**src/rtl/sram_arbiter_pkg.sv**
```systemverilog
// Shared widths, FSM encoding and port identifiers for the two-client SRAM arbiter.
package sram_arbiter_pkg;

    localparam int DEF_ADDR_WIDTH = 7;
    localparam int DEF_DATA_WIDTH = 8;

    localparam logic [1:0] ST_IDLE       = 2'd0;
    localparam logic [1:0] ST_WRITE      = 2'd1;
    localparam logic [1:0] ST_RD_ISSUE   = 2'd2;
    localparam logic [1:0] ST_RD_CAPTURE = 2'd3;

    localparam logic PORT0 = 1'b0;
    localparam logic PORT1 = 1'b1;

    typedef enum logic [1:0] {
        IDLE       = ST_IDLE,
        WRITE      = ST_WRITE,
        RD_ISSUE   = ST_RD_ISSUE,
        RD_CAPTURE = ST_RD_CAPTURE
    } state_t;

endpackage

```
**src/rtl/rr_arbiter2.sv**
```systemverilog
// Two-way round-robin grant: a lone requester wins; on contention the port that was not granted last wins.
module rr_arbiter2
    import sram_arbiter_pkg::*;
(
    input  logic valid0,
    input  logic valid1,
    input  logic last_grant,
    input  logic enable,
    output logic grant0,
    output logic grant1,
    output logic winner
);

    always_comb begin
        grant0 = enable & valid0 & (~valid1 | (last_grant == PORT1));
        grant1 = enable & valid1 & (~valid0 | (last_grant == PORT0));
        winner = grant1 ? PORT1 : PORT0;
    end

endmodule

```
**src/rtl/sram_arbiter.sv**
```systemverilog
// Round-robin controller serialising two clients' read/write requests onto a single-port synchronous SRAM.
module sram_arbiter
    import sram_arbiter_pkg::*;
#(
    parameter int ADDR_WIDTH = DEF_ADDR_WIDTH,
    parameter int DATA_WIDTH = DEF_DATA_WIDTH
) (
    input  logic                  clk,
    input  logic                  reset,

    input  logic                  req0_valid,
    input  logic                  req0_we,
    input  logic [ADDR_WIDTH-1:0] req0_addr,
    input  logic [DATA_WIDTH-1:0] req0_wdata,
    output logic                  req0_ready,
    output logic                  rsp0_valid,
    output logic [DATA_WIDTH-1:0] rsp0_rdata,

    input  logic                  req1_valid,
    input  logic                  req1_we,
    input  logic [ADDR_WIDTH-1:0] req1_addr,
    input  logic [DATA_WIDTH-1:0] req1_wdata,
    output logic                  req1_ready,
    output logic                  rsp1_valid,
    output logic [DATA_WIDTH-1:0] rsp1_rdata,

    output logic                  sram_rst,
    output logic                  sram_cs,
    output logic                  sram_oe,
    output logic                  sram_we,
    output logic [ADDR_WIDTH-1:0] sram_addr,
    output logic [DATA_WIDTH-1:0] sram_wdata,
    input  logic [DATA_WIDTH-1:0] sram_rdata
);

    state_t                state_reg;
    logic                  last_grant_reg;
    logic                  port_reg;
    logic [ADDR_WIDTH-1:0] addr_reg;
    logic [DATA_WIDTH-1:0] wdata_reg;
    logic                  sram_rst_reg;
    logic                  cs_reg;
    logic                  oe_reg;
    logic                  we_reg;
    logic                  rsp0_valid_reg;
    logic                  rsp1_valid_reg;
    logic [DATA_WIDTH-1:0] rsp0_rdata_reg;
    logic [DATA_WIDTH-1:0] rsp1_rdata_reg;

    logic                  arb_enable;
    logic                  grant0;
    logic                  grant1;
    logic                  winner;
    logic                  accept;
    logic                  sel_we;
    logic [ADDR_WIDTH-1:0] sel_addr;
    logic [DATA_WIDTH-1:0] sel_wdata;

    // Requests are only offered once the SRAM is out of its own reset.
    assign arb_enable = (state_reg == IDLE) && !sram_rst_reg;

    rr_arbiter2 u_rr_arbiter2 (
        .valid0     (req0_valid),
        .valid1     (req1_valid),
        .last_grant (last_grant_reg),
        .enable     (arb_enable),
        .grant0     (grant0),
        .grant1     (grant1),
        .winner     (winner)
    );

    always_comb begin
        accept    = grant0 | grant1;
        sel_we    = (winner == PORT1) ? req1_we    : req0_we;
        sel_addr  = (winner == PORT1) ? req1_addr  : req0_addr;
        sel_wdata = (winner == PORT1) ? req1_wdata : req0_wdata;
    end

    always_ff @(posedge clk or negedge reset) begin
        if (!reset) begin
            state_reg      <= IDLE;
            last_grant_reg <= PORT1;
            port_reg       <= PORT0;
            addr_reg       <= '0;
            wdata_reg      <= '0;
            sram_rst_reg   <= 1'b1;
            cs_reg         <= 1'b0;
            oe_reg         <= 1'b0;
            we_reg         <= 1'b0;
            rsp0_valid_reg <= 1'b0;
            rsp1_valid_reg <= 1'b0;
            rsp0_rdata_reg <= '0;
            rsp1_rdata_reg <= '0;
        end else begin
            sram_rst_reg   <= 1'b0;
            rsp0_valid_reg <= 1'b0;
            rsp1_valid_reg <= 1'b0;
            case (state_reg)
                IDLE: begin
                    if (accept) begin
                        addr_reg       <= sel_addr;
                        wdata_reg      <= sel_wdata;
                        port_reg       <= winner;
                        last_grant_reg <= winner;
                        cs_reg         <= 1'b1;
                        oe_reg         <= 1'b0;
                        we_reg         <= sel_we;
                        state_reg      <= sel_we ? WRITE : RD_ISSUE;
                    end
                end
                WRITE: begin
                    cs_reg    <= 1'b0;
                    we_reg    <= 1'b0;
                    state_reg <= IDLE;
                    if (port_reg == PORT1) rsp1_valid_reg <= 1'b1;
                    else                   rsp0_valid_reg <= 1'b1;
                end
                RD_ISSUE: begin
                    // SRAM has latched the address; enable its output for the capture cycle.
                    oe_reg    <= 1'b1;
                    state_reg <= RD_CAPTURE;
                end
                RD_CAPTURE: begin
                    cs_reg    <= 1'b0;
                    oe_reg    <= 1'b0;
                    state_reg <= IDLE;
                    if (port_reg == PORT1) begin
                        rsp1_rdata_reg <= sram_rdata;
                        rsp1_valid_reg <= 1'b1;
                    end else begin
                        rsp0_rdata_reg <= sram_rdata;
                        rsp0_valid_reg <= 1'b1;
                    end
                end
                default: begin
                    cs_reg    <= 1'b0;
                    oe_reg    <= 1'b0;
                    we_reg    <= 1'b0;
                    state_reg <= IDLE;
                end
            endcase
        end
    end

    assign req0_ready = grant0;
    assign req1_ready = grant1;
    assign rsp0_valid = rsp0_valid_reg;
    assign rsp1_valid = rsp1_valid_reg;
    assign rsp0_rdata = rsp0_rdata_reg;
    assign rsp1_rdata = rsp1_rdata_reg;
    assign sram_rst   = sram_rst_reg;
    assign sram_cs    = cs_reg;
    assign sram_oe    = oe_reg;
    assign sram_we    = we_reg;
    assign sram_addr  = addr_reg;
    assign sram_wdata = wdata_reg;

endmodule

```
**config.mk**
```make
export PLATFORM = sky130hd
export DESIGN_NAME = sram_arbiter
export DESIGN_NICKNAME = d
export VERILOG_FILES = /design/src/rtl/sram_arbiter_pkg.sv /design/src/rtl/rr_arbiter2.sv /design/src/rtl/sram_arbiter.sv
export SDC_FILE = /design/constraint.sdc
export NUM_CORES = 1
export LEC_CHECK = 0
export ABC_AREA = 1
export BUFFER_PORTS_ARGS = -buffer_cell sky130_fd_sc_hd__buf_2
export CORE_MARGIN = 8
export CORE_UTILIZATION = 25
export CTS_CLUSTER_SIZE = 16
export DETAILED_ROUTE_END_ITERATION = 10
export MAX_ROUTING_LAYER = met4
export PLACE_DENSITY = 0.45
export SYNTH_ARGS = -nofsm -noshare
export SYNTH_HDL_FRONTEND = slang
export SYNTH_HIERARCHICAL = 1
export SYNTH_SLANG_ARGS = --single-unit
```
**constraint.sdc**
```tcl
create_clock -name clk -period 1.85 [get_ports clk]
set_input_delay 0.37 -clock clk [delete_from_list [all_inputs] [get_ports clk]]
set_output_delay 0.37 -clock clk [all_outputs]
set_load 0.02 [all_outputs]
```
Word-level counts from Yosys, hierarchy flattened --
Index checks and enable logic that the tools add are counted.
Storage, ports and cells: register bits 41, input bits 44, output and inout bits 39, word-level logic and storage cells 58
Cells by class: equal/unequal tests 4, muxes and demuxes 17, bitwise logic cells 11, reductions and logical operators 13
Operators by type and width (count):
- $reduce_and 2->1 | 6
- $mux 1 | 9
- $mux 8 | 1
- $mux 7 | 1
- $pmux 2 s3 | 1
- $and 1x1->1 | 4
- $eq 2x2->1 const B | 2
- $mux 2 | 2
- $not 1->1 | 4
- $pmux 1 s2 | 2
- $reduce_bool 2->1 | 2
- $or 1x1->1 | 3
- $pmux 1 s3 | 1
- $reduce_bool 3->1 | 1
- $eq 2x1->1 const B | 1
- $logic_not 2->1 | 1
- $ne 2x2->1 const B | 1
- $reduce_or 2->1 | 1
- $logic_and 1x1->1 | 1
- $logic_not 1->1 | 1

Depth between registers and ports, before layout --
depth in word-level cells 9, depth in mapped cells 14, gate-level depth less buffers 10

Cells and area by module --
The synthesis kept the hierarchy.
By module, submodules not included:
- sram_arbiter | times used 1, cells each 227, area each 1914.3 um^2, seq. area each 1028.5 um^2
- rr_arbiter2 | times used 1, cells each 6, area each 28.8 um^2, seq. area each 0.0 um^2

Worst setup path before layout --
OpenSTA, ideal clock, no wires.
path type register to register, from register state_reg[0], to register state_reg[1], library setup time 0.119 ns, arrival time 2.041 ns, required time 1.731 ns, setup slack -0.310 ns, stages on the path, launching flop included 15, buffers on the path 4, period minus slack after synthesis 2.160 ns, cell sequence dfrtp_1 buf_6 inv_2 nand2_2 nor2_1 nand2_1 a21oi_1 buf_4 buf_2 inv_2 buf_2 nand2_1 nand2_1 nand2_1 nand2_1
Between the ends: word-level cells in the longest chain between the ends 9, elaborated cells on any way between the ends 17, those cells by class eq/ne: 4; mux: 5; bitwise: 5; reduce/logical: 3
RTL lines:
- start: declaration | line sram_arbiter.sv:36 | state_t state_reg;
- start signal: assignment | line sram_arbiter.sv:108 | state_reg <= sel_we ? WRITE : RD_ISSUE;
- $logic_not 2->1 | line sram_arbiter.sv:60 | assign arb_enable = (state_reg == IDLE) && !sram_rst_reg;
- $logic_and 1x1->1 | line sram_arbiter.sv:60
- named net arb_enable | line sram_arbiter.sv:50 | logic arb_enable;
- $and 1x1->1 (2 in series) | line rr_arbiter2.sv:16 | grant1 = enable & valid1 & (~valid0 | (last_grant == PORT0));
- named net req1_ready | line sram_arbiter.sv:23 | output logic req1_ready,
- $mux 1 | line rr_arbiter2.sv:17 | winner = grant1 ? PORT1 : PORT0;
- named net winner | line sram_arbiter.sv:53 | logic winner;
- $mux 1 | line sram_arbiter.sv:74 | sel_we = (winner == PORT1) ? req1_we : req0_we;
- $mux 2 | line sram_arbiter.sv:108
- $mux 2 | line sram_arbiter.sv:100 | if (accept) begin
- $pmux 2 s3 | line sram_arbiter.sv:98 | case (state_reg)
The timed path passes the listed nets, and every way through them passes these cells. The select of a mux whose other input is x is not followed. A chain may end at the register's enable or synchronous reset.

Worst setup path after layout --
from register state_reg[0], to output req1_ready
Between the ends: word-level cells in the longest chain between the ends 4
RTL lines (line):
- $logic_not 2->1 | sram_arbiter.sv:60
- $logic_and 1x1->1 | sram_arbiter.sv:60
- named net arb_enable | sram_arbiter.sv:50
- $and 1x1->1 (2 in series) | rr_arbiter2.sv:16
- end: declaration | sram_arbiter.sv:23
The timed path passes the listed nets, and every way through them passes these cells.

==> reports/qor.yml <==
floorplanning:
  row_count: 32
  die_h_um: 104
  die_x_um: 104
  coreArea_um2: 7650
  pin_count: 83
  start_util_pct: 25.4
  fp.dieArea_um2: 10800
critical_path:
  worstSetupEndpointType: "primary output"
  start_kind: "flop"
  cp_data_arrival_time_ns: 1.39
  path_max_fanout: 5
  crit_type: "flop to primary output"
  r2r-start: "state_reg[0]$_DFFE_PN0P_"
  worstPathRequired_ns: 1.48
  critPathMaxStageDelay_ns: 0.40
  setup.worst_path.start: "state_reg[0]$_DFFE_PN0P_"
  crit_chain: "inv_2 -> nand2_2 -> nor2_4 -> nand2_1 -> a21oi_4 -> buf_6"
  cp_slowest_cell: "dfrtp_1"
sta:
  finalCriticalPeriod_ns: 1.76
  tns_ns: 0
  worst_slack_ns: 0.0948
  slew_violations: 0
  fmax_mhz: 570
  holdWs_ns: 0.0231
  hold_viol: 0
  finalSetupViolations: 0
  fin_crit_sh_pct: 94.9
  skew_ns: 0.00599
power_and_ir_drop:
  internal_power_mw: 2.53
  pwr_density_cell_nw_per_um2: 1640
  pwr-share-seq_pct: 35.5
  pwr-share-clk_pct: 19.7
  design_power_total_mw: 4.34
  power_leakage_nw: 1.51
  ir_worst_vdd_mv: 0.418
  combinationalPowerShare_pct: 44.8
  power_switching_mw: 1.81
  switching_share_pct: 41.7
logic_synthesis:
  synth_xor_area_share_pct: 0
  yosysSeqAreaShare_pct: 52.9
  synth_area_leader_cell: "dfrtp_1"
  synth_fa_ha_area_share_pct: 0
  syn_area_um2: 1940
  yosys.area_share.simple_pct: 30.3
  synth-compound-area-share_pct: 8.37
  synthCells: 233
  syn_nets: 277
  ys_top_cells_by_area: "dfrtp_1 (50%), nand2_1 (25%), o21ai_2 (7.2%)"
  syn_area_per_cell_um2: 8.34
  yosysWarnings: 6
  synth_top_family_by_area: "simple AND/OR/NAND/NOR gates"
  synthMuxAreaShare_pct: 0
  yosysUniqueCellTypes: 20
  ys_ff_latch: 41
  synth_top_area_share_pct: 50.2
flow_run:
  cap_violations: 0
clock_network:
  cts_made_buffers: 5
  htree_levels: 2
  clk_pin_slew_ns: 0.08
  insertion_delay_ns: 0.29
  root_buffer: "clkbuf_8"
  clock_sinks: 41
  tritoncts: "yes"
  clk_path_buf_depth: 2
  ctsHoldBuffers: 0
global_routing:
  antenna_found_initial: 0
  grt_max_degree: 24
  grt.overflow.total: 0
  grt_pass1_vias: 1796
  grt_pass1_wl_um: 8890
  track_usage_pct: 10.3
drt:
  remaining_drc_errors: 0
  dr_total_vias: 1645
  wl_per_cell_um: 12.4
  vias_per_cell: 3.88
  drtIter0Drc: 38
  ant_nets: 0
  drt_first_pass_iters: 4
  wl_um: 5250
placement:
  pre_cts_slack_ns: 0.197
  dp_cells: 414
  hpwl_um: 4040
  io_buffers: 82
  gp_congestion: 0.751
final_layout:
  layout_commonest_cell: "nand2_1"
  fin_nets: 365
  final_cell_mix: "nand2_1 (130), buf_2 (80), dfrtp_1 (39)"
  final_cells: 424
  layout-drive-gt1-share_pct: 40.4
  syn2layout_area_growth_pct: 36.1
  num_antenna_cells: 0
worst_hold_path:
  holdCritPathClass: "input port to asynchronous set/reset pin"
run_status:
  outcome: "finished clean"
[layout make-up]
type / instances / area (um^2)
Clock inverter: 3 / 65.1
Sequential cell: 41 / 1030
Timing Repair Buffer: 90 / 504
Inverter: 19 / 71.3
Multi-Input combinational cell: 164 / 778
Fill cell: 815 / 5000
Tap cell: 102 / 128
Clock buffer: 5 / 68.8
[kinds of logic after synthesis]
logic type | after synthesis
and+or+nand+nor | 143
DFF | 41
buffers and inverters | 28
AOI/OAI and AO/OA | 20
other | 1
[per-layer routing]
metal / wire length (um) / track usage (%) / part of all wire [%]
met1: 2400 / 12.2 / 46
met2: 2590 / 16.7 / 49
met3: 167 / 2.35 / 3.2
met4: 83 / 4.03 / 1.6
met5: 0 / - / 0
[final timing paths]
path                                              to  depth (start not counted)  slack, ns
hold / removal                   sram_we$_DFFE_PN0P_                          1       0.02
min in group clk           rsp0_rdata[5]$_DFFE_PN0P_                          3       0.36
max in group asynchronous  rsp0_rdata[0]$_DFFE_PN0P_                          2       1.34
hold reg to reg             sram_addr[6]$_DFFE_PN0P_                          2       0.48
setup reg to reg                 sram_we$_DFFE_PN0P_                         11       0.19
setup / recovery                          req1_ready                          6       0.09
[synth_stat cells]
library cell,number
a21boi_0,1
buf_4,1
nor2_4,1
buf_12,1
dfstp_2,2
buf_6,4
conb_1,1
nand2_4,1
inv_1,16
nand2_1,130
dfrtp_1,39
o21ai_2,16
nor2_2,1
buf_2,3
nor2_1,5
o21ai_0,1
nand2_2,3
inv_2,3
a21oi_1,2
nand3_4,2
[critical path: cells and delay by family (launching register included)]
family / cells / cell delay, ns
DFF: 1 / 0.40
and+or+nand+nor: 3 / 0.28
buffers and inverters: 2 / 0.24
AOI/OAI and AO/OA: 1 / 0.18
[metrics by stage]
stage | util (%) | cell area [um^2]
floorplan | - | 1960
global placement | 32.4 | 2480
detailed placement | 32.4 | 2480
CTS | 34.2 | 2610
global route | 34.6 | 2640
finish | 34.6 | 2640
[power groups by stage]
stage | clock (mW) | sequential [mW] | combinational (mW)
2_1_floorplan | 0 | 2.00 | 0.855
3_3_place_gp | 0 | 1.56 | 1.94
3_5_place_dp | 0 | 1.56 | 1.96
4_1_cts | 0.890 | 1.55 | 1.96
5_1_grt | 0.919 | 1.59 | 2.16
6_report | 0.855 | 1.54 | 1.95
[repair_timing]
action	CTS	global route
setup endpoints to repair	0	4
setup buffers	0	2
resized for setup	0	6
No activity file was read; power rests on OpenSTA's default activity.
